===== src/rtl/pwm_pkg.sv =====
// Shared types for the PWM duty-ramp sequencer: default duty word and channel ramp state.
package pwm_pkg;

    localparam int PWM_CCW = 8;

    typedef logic [PWM_CCW-1:0] duty_t;

    typedef enum logic [1:0] {
        RMP_IDLE = 2'd0,
        RMP_UP   = 2'd1,
        RMP_DOWN = 2'd2
    } rmp_state_e;

endpackage


===== src/rtl/pwm_ramp_chn.sv =====
// One ramp channel: holds current/target/step, steps current toward target once per
// accepted period tick with saturation, and pulses done when a ramp lands on target.
import pwm_pkg::*;

module pwm_ramp_chn #(
    parameter int             CCW = 8,
    parameter logic [CCW-1:0] CCE = '1
) (
    input  logic           clk,
    input  logic           rst,
    input  logic           wr_en,
    input  logic [CCW-1:0] wr_tgt,
    input  logic [CCW-1:0] wr_stp,
    input  logic           tick,
    input  logic           frz,
    output logic [CCW-1:0] cur,
    output logic [1:0]     state,
    output logic           done
);

    logic [CCW-1:0] cur_q;
    logic [CCW-1:0] tgt_q;
    logic [CCW-1:0] stp_q;
    logic           done_q;
    rmp_state_e     st;

    logic [CCW:0]   sum;
    logic [CCW-1:0] dif;
    logic           up_hit;
    logic           dn_hit;
    logic           upd;
    logic           hit;
    logic [CCW-1:0] cur_nxt;

    // Direction comes straight from the registered cur/tgt pair, so a new target
    // written on one edge redirects the ramp from the following cycle on.
    always_comb begin
        st = RMP_IDLE;
        if (cur_q < tgt_q) begin
            st = RMP_UP;
        end else if (cur_q > tgt_q) begin
            st = RMP_DOWN;
        end
    end

    assign sum    = {1'b0, cur_q} + {1'b0, stp_q};
    assign dif    = cur_q - stp_q;
    assign up_hit = (sum >= {1'b0, tgt_q}) || (stp_q == '0);
    assign dn_hit = (cur_q < stp_q) || (dif <= tgt_q) || (stp_q == '0);
    assign upd    = tick && !frz && (st != RMP_IDLE);

    always_comb begin
        cur_nxt = cur_q;
        hit     = 1'b0;
        case (st)
            RMP_UP: begin
                hit     = up_hit;
                cur_nxt = up_hit ? tgt_q : sum[CCW-1:0];
            end
            RMP_DOWN: begin
                hit     = dn_hit;
                cur_nxt = dn_hit ? tgt_q : dif;
            end
            default: begin
                cur_nxt = cur_q;
                hit     = 1'b0;
            end
        endcase
    end

    always_ff @(posedge clk or posedge rst) begin
        if (rst) begin
            cur_q  <= '0;
            tgt_q  <= '0;
            stp_q  <= '0;
            done_q <= 1'b0;
        end else begin
            if (upd) begin
                cur_q <= cur_nxt;
            end
            done_q <= upd && hit;
            if (wr_en) begin
                tgt_q <= (wr_tgt > CCE) ? CCE : wr_tgt;
                stp_q <= wr_stp;
            end
        end
    end

    assign cur   = cur_q;
    assign state = st;
    assign done  = done_q;

endmodule


===== src/rtl/pwm_ramp_ctl.sv =====
// Multi-channel duty ramp sequencer feeding PWM generator stream inputs; decodes the
// configuration write port and replicates one ramp channel per generator.
import pwm_pkg::*;

module pwm_ramp_ctl #(
    parameter int             CHN = 4,
    parameter int             CCW = 8,
    parameter logic [CCW-1:0] CCE = '1,
    localparam int            CHW = (CHN > 1) ? $clog2(CHN) : 1
) (
    input  logic               clk,
    input  logic               rst,
    input  logic               wr_en,
    input  logic [CHW-1:0]     wr_ch,
    input  logic [CCW-1:0]     wr_tgt,
    input  logic [CCW-1:0]     wr_stp,
    input  logic               frz,
    input  logic [CHN-1:0]     str_rdy,
    output logic [CHN*CCW-1:0] str_dat,
    output logic [CHN-1:0]     busy,
    output logic [CHN-1:0]     done
);

    for (genvar i = 0; i < CHN; i++) begin : g_chn
        logic [1:0] st;
        logic       wr_sel;

        // Indices at or above CHN match no channel, so such writes fall away.
        assign wr_sel = wr_en && (wr_ch == CHW'(i));

        pwm_ramp_chn #(
            .CCW (CCW),
            .CCE (CCE)
        ) u_chn (
            .clk    (clk),
            .rst    (rst),
            .wr_en  (wr_sel),
            .wr_tgt (wr_tgt),
            .wr_stp (wr_stp),
            .tick   (str_rdy[i]),
            .frz    (frz),
            .cur    (str_dat[i*CCW +: CCW]),
            .state  (st),
            .done   (done[i])
        );

        assign busy[i] = (st != RMP_IDLE);
    end

endmodule


===== config.mk =====
export PLATFORM = sky130hd
export DESIGN_NAME = pwm_ramp_ctl
export DESIGN_NICKNAME = d
export VERILOG_FILES = /design/src/rtl/pwm_pkg.sv /design/src/rtl/pwm_ramp_chn.sv /design/src/rtl/pwm_ramp_ctl.sv
export SDC_FILE = /design/constraint.sdc
export NUM_CORES = 1
export LEC_CHECK = 0
export CORE_MARGIN = 1.5
export CORE_UTILIZATION = 44
export CTS_CLUSTER_SIZE = 8
export DETAILED_ROUTE_END_ITERATION = 10
export HOLD_SLACK_MARGIN = 0.02
export PLACE_DENSITY = 0.68
export SYNTH_ARGS = -nofsm -noshare
export SYNTH_HDL_FRONTEND = slang
export SYNTH_SLANG_ARGS = --single-unit
export TNS_END_PERCENT = 1

===== constraint.sdc =====
create_clock -name clk -period 4.2 [get_ports clk]
set_input_delay 0.84 -clock clk [delete_from_list [all_inputs] [get_ports clk]]
set_output_delay 0.84 -clock clk [all_outputs]
set_load 0.005 [all_outputs]

==> impl_metrics.toml, run 1 <==
[floorplanning]
ios = 66
fp.dieH_um = 149.6
rows = 53
start_util = 0.4498
core_area_um2 = 21020
fp.dieW_um = 149.6
dieArea_um2 = 22380

[cts]
htree_levels = 3
cts_tree = "built"
clk_latency_ps = 360
cts-root-buf = "clkbuf_16"
cts.clk_slew.worst_paths_ps = 70
post_cts_buffers = 0
cts_made_buffers = 9
cts_buffer_depth = 2
clock_sinks = 100

[yosys]
synth.distinct_cells = 71
syn_inst = 1058
yosysSeqAreaShare = 0.2647
synth_edf_count = 0
syn-num-nets = 1252
synth-seq-cells = 100
avgSynthCellArea_um2 = 8.937
syn_area_um2 = 9455
synth_top_flop_cell = "dfrtp_1"
yosys_warnings = 0
synthArstFlopShare = 1.000

[routing]
drt_iter0_markers = 486
drc_errors = 0
vias = 8072
viasPerCell = 5.786
antenna_left = 0
routed_wl_um = 26210
wl_per_cell_um = 18.79
first_pass_iters = 5

[cells_and_area]
final_util = 0.5106
fin_cells = 1395
area_growth_pct = 13.51
finalNetCount = 1309
n_antenna_cell = 0
layout-drive-gt1-share = 0.09018

[setup_path]
critPathKind = "flip-flop to flip-flop"
critical-path-top-delay-family = "simple AND/OR/NAND/NOR gates"
path_common_cell = "ha_1"
path_buf_inv = 1
cp.required_ps = 4410
cp_max_fo = 7
cp-start-kind = "flip-flop"
slowest_stage = "nor4_2"
worstPathArrival_ps = 4160
worstPathCellList = "inv_1 > ha_1 > nor2b_1 > o31a_1 > o31ai_1 > a21oi_1 > xnor2_1 > ha_1 > and3_1 > nand4_1 > o211ai_1 > nor4_2 > nand2_1 > o221ai_1 > o22ai_1"
worstSetupEndpointType = "flip-flop"
max_stage_delay_ps = 480

[power_and_ir_drop]
power_uw = 9895
ir_drop_mv = 0.3801
powerDensity_nw_per_um2 = 921.9
leakage_uw = 0.004905

[status]
status = "finished clean"

[global_routing]
grt_max_degree = 66
overflow = 0
antenna_found_initial = 0
grt_pass1_wl_um = 41380
grt_use_total = 0.2384
grt_pass1_vias = 7838

[sta]
final-max-slew-violation-count = 0
setup_slack_ps = 247.8
fmax_ghz = 0.2530
finalClockSkew_ps = 10.21
hold_slack_ps = 528.1
hold_viol = 0
grt_setup_unrepaired = "true"
final-setup-viol-count = 0
slew_headroom = 0.3475
tightestPinTransition_ps = 976.1
fin_crit_sh = 0.9410
period_minus_slack_ps = 3952

[job]
maxCapViolations = 0

[placement]
place_congestion = 0.9415
dp.cells = 1379
place_ws_ps = 261.8
portBuffers = 65
dpl.hpwl_um = 20960

[hold_path]
hold_path_class = "flip-flop to flip-flop"
-- worst paths after layout --
path	start	endpoint	slack [ps]	depth (start not counted)
max	g_chn[1].u_chn.stp_q[1]$_DFFE_PP0P_	g_chn[1].u_chn.cur[1]$_DFFE_PP0P_	250	15
min reg2reg	g_chn[2].u_chn.tgt_q[1]$_DFFE_PP0P_	g_chn[2].u_chn.tgt_q[1]$_DFFE_PP0P_	530	1
max in group asynchronous	rst	g_chn[2].u_chn.cur[2]$_DFFE_PP0P_	2470	3
min in group asynchronous	rst	g_chn[3].u_chn.cur[0]$_DFFE_PP0P_	1010	2
min	g_chn[2].u_chn.tgt_q[1]$_DFFE_PP0P_	g_chn[2].u_chn.tgt_q[1]$_DFFE_PP0P_	530	1
max reg2reg	g_chn[1].u_chn.stp_q[1]$_DFFE_PP0P_	g_chn[1].u_chn.cur[1]$_DFFE_PP0P_	250	15
-- registers in the layout, indices dropped and copies added, names as in the netlist --
signal / count
g_chn.u_chn.cur: 32
g_chn.u_chn.done: 4
g_chn.u_chn.stp_q: 32
g_chn.u_chn.tgt_q: 32
-- repair_timing --
| action | in CTS | in global routing |
|---|---|---|
| endpoints found under the setup margin | 0 | 9 |
| hold endpoints to repair | 0 | 0 |
| hold buffers | 0 | 0 |
| gates resized for setup | 0 | 4 |
-- power by group --
part,internal [µW],switching [µW]
Clock,491,410
Sequential,1250,391
Combinational,3240,4120
-- routing by layer --
layer / wire, µm / global-route usage
met3: 1115 / 0.03171
met5: 0 / 0
met2: 11970 / 0.3917
met1: 12570 / 0.3284
met4: 557 / 0.06337
-- logic make-up after synthesis --
family | after synthesis | share of synthesized area
buffers and inverters | 135 | 0.05889
adder cells (fa/ha/maj) | 168 | 0.2287
flip-flops | 100 | 0.2647
AO/OA/AOI/OAI | 266 | 0.1921
multiplexers | 54 | 0.06378
AND/OR/NAND/NOR | 294 | 0.1539
XOR/XNOR | 41 | 0.03798
-- synth_stat cells (all sizes together), types with 20 or more instances --
library cell	instances	area share
a21oi	53	0.028
o21ai	54	0.029
nand2	61	0.024
dfrtp	100	0.26
nor2	85	0.034
inv	103	0.041
nor2b	20	0.013
ha	160	0.21
mux2	50	0.060
xnor2	31	0.029
nand4	20	0.013
nand3	25	0.013
-- area by class of cell --
| class | instances | area (µm²) |
|---|---|---|
| fill | 1960 | 10290 |
| multi-input combinational | 823 | 6421 |
| sequential | 100 | 2502 |
| timing repair buffer | 78 | 760.7 |
| inverter | 103 | 389.1 |
| tap | 275 | 344.1 |
| clock buffer | 10 | 239.0 |
| clock inverter | 6 | 76.32 |
-- metrics by stage --
stage	setup TNS, ps	cell area [µm²]
floorplan	0	9455
global placement	0	10400
detailed placement	0	10400
CTS	0	10710
global route	-12.39	10730
finish	0	10730
-- cell usage in the layout (no fill, tap or decap), drive strengths merged, types with 17 or more instances in the layout --
cell type,synthesis,routed
a21oi,53,53
a31oi,18,18
clkdlybuf4s50,0,65
dfrtp,100,100
ha,160,160
inv,103,107
mux2,50,50
nand2,61,61
nand2b,19,19
nand3,25,25
nand4,20,20
nor2,85,85
nor2b,20,20
o21a,17,17
o21ai,54,54
xnor2,31,31
Note: power is estimated with default switching activity, not from simulation.
==> inputs of run 2 (changes only) <==
--- a/config.mk
+++ b/config.mk
@@ -10,7 +10,7 @@
 export CTS_CLUSTER_SIZE = 8
 export DETAILED_ROUTE_END_ITERATION = 10
 export HOLD_SLACK_MARGIN = 0.02
-export PLACE_DENSITY = 0.68
+export PLACE_DENSITY_LB_ADDON = 0.2
 export SYNTH_ARGS = -nofsm -noshare
 export SYNTH_HDL_FRONTEND = slang
 export SYNTH_SLANG_ARGS = --single-unit
==> impl_metrics.toml, run 2 (synthesis gave the netlist of run 1 again) <==
[status]
status = "finished clean"

[floorplanning]
start_util = 0.4498
core_area_um2 = 21020
fp.dieH_um = 149.6
dieArea_um2 = 22380
ios = 66
fp.dieW_um = 149.6
rows = 53

[setup_path]
r2r-end = "g_chn[3].u_chn.cur[2]$_DFFE_PP0P_"
ff2ff_path_depth = 17
cp.required_ps = 4440
cp_max_fo = 7
worstSetupEndpointType = "flip-flop"
critPathKind = "flip-flop to flip-flop"
cp-start-kind = "flip-flop"
worstPathArrival_ps = 4190
regToRegSetupSlack_ps = 250
r2r-start = "g_chn[3].u_chn.cur[0]$_DFFE_PP0P_"

[sta]
finalClockSkew_ps = 7.847
hold_viol = 0
period_minus_slack_ps = 3951
final-max-slew-violation-count = 0
fmax_ghz = 0.2531
slew_headroom = 0.4104
grt_setup_unrepaired = "false"
fin_crit_sh = 0.9407
tns_ps = 0
final-setup-viol-count = 0
tightestPinTransition_ps = 882.0

[global_routing]
grt_pass1_vias = 7711
grt_use_total = 0.2361
overflow = 0
grt_max_degree = 59
grt_pass1_wl_um = 41010
antenna_found_initial = 1

[power_and_ir_drop]
leakage_uw = 0.004913
ir_drop_mv = 0.3727
powerDensity_nw_per_um2 = 921.3

[cts]
post_cts_buffers = 0
postCtsResizedCells = 0
cts_made_buffers = 9
cts-root-buf = "clkbuf_16"
cts-hold-fix-buffers = 0
cts_buffer_depth = 2
cts_tree = "built"
clk_latency_ps = 350
clock_sinks = 100
cts.clk_slew.worst_paths_ps = 70
htree_levels = 3

[hold_path]
hold_path_class = "flip-flop to flip-flop"
min-delay-start = "g_chn[2].u_chn.tgt_q[7]$_DFFE_PP0P_"
holdPathStages = 1
whs_endpoint = "g_chn[2].u_chn.tgt_q[7]$_DFFE_PP0P_"

[routing]
routed_wl_um = 25730
drt_iter0_markers = 536
viasPerCell = 5.766
first_pass_iters = 5
drc_errors = 0
wl_per_cell_um = 18.39
antenna_left = 0
vias = 8067

[placement]
place_congestion = 0.9405
portBuffers = 65
dp.cells = 1383
dpl.hpwl_um = 20830

[cells_and_area]
most-common-layout-cells = "160 x ha_1, 102 x inv_1, 100 x dfrtp_1, 84 x nor2_1, 65 x clkdlybuf4s50_1"
area_growth_pct = 13.74
finalNetCount = 1313
n_antenna_cell = 0
fin_cells = 1399
layout_commonest_cell = "ha_1"
layout-drive-gt1-share = 0.09075

[job]
maxCapViolations = 0
run 2: critical path, cell delays in order (launching register included):
cell	delay, ps
dfrtp_1	410
inv_1	100
ha_1	180
inv_1	60
fa_1	410
a21oi_1	210
o31ai_1	140
o21a_1	180
nor2_1	120
xnor2_1	190
ha_1	320
a211o_1	310
nor2_1	90
a211oi_1	100
o2111ai_2	320
nand2b_2	280
o22ai_1	120
o31ai_1	280
run 2: power by group:
| part | switching (µW) | leakage [µW] | internal [µW] |
|---|---|---|---|
| sequential | 380 | 0.00120 | 1250 |
| combinational | 4110 | 0.00357 | 3260 |
| clock | 391 | 0.000149 | 523 |
run 2: worst max path at each step:
stage                                         to                              start  slack [ps]
6_report       g_chn[3].u_chn.cur[2]$_DFFE_PP0P_  g_chn[3].u_chn.cur[0]$_DFFE_PP0P_         250
5_1_grt        g_chn[3].u_chn.cur[4]$_DFFE_PP0P_  g_chn[3].u_chn.cur[0]$_DFFE_PP0P_          60
4_1_cts        g_chn[3].u_chn.cur[5]$_DFFE_PP0P_  g_chn[3].u_chn.cur[0]$_DFFE_PP0P_         160
3_5_place_dp   g_chn[3].u_chn.cur[5]$_DFFE_PP0P_  g_chn[3].u_chn.cur[0]$_DFFE_PP0P_         200
3_3_place_gp   g_chn[3].u_chn.cur[5]$_DFFE_PP0P_  g_chn[3].u_chn.cur[0]$_DFFE_PP0P_         260
2_1_floorplan  g_chn[0].u_chn.cur[0]$_DFFE_PP0P_                                rst         740
run 2: layer usage:
layer | vias up | GRT usage | wire length [µm] | part of all wire
met4 | 0 | 0.05693 | 395 | 0.015
met5 | - | 0 | 0 | 0
li1 | 3956 | - | - | -
met2 | 228 | 0.3843 | 11870 | 0.46
met1 | 3850 | 0.3328 | 12090 | 0.47
met3 | 33 | 0.02713 | 1377 | 0.054
run 2: layout make-up:
cell class | count | area [µm²]
Clock inverter | 6 | 88.84
Timing Repair Buffer | 82 | 790.8
Fill cell | 2013 | 10270
Multi-Input combinational cell | 823 | 6410
Sequential cell | 100 | 2502
Inverter | 103 | 389.1
Tap cell | 275 | 344.1
Clock buffer | 10 | 229.0
run 2: through the flow:
step | total power [µW] | util | cell area, µm² | hold slack, ps | setup slack, ps
after floorplan | 6899 | - | 9455 | 479.4 | 741.2
after global placement | 8795 | 0.4960 | 10430 | 490.4 | 261.3
after detailed placement | 8891 | 0.4960 | 10430 | 501.8 | 196.8
after CTS | 9860 | 0.5112 | 10750 | 518.8 | 162.8
after global routing | 10890 | 0.5116 | 10750 | 532.4 | 55.48
final | 9908 | 0.5116 | 10750 | 513.0 | 249.0
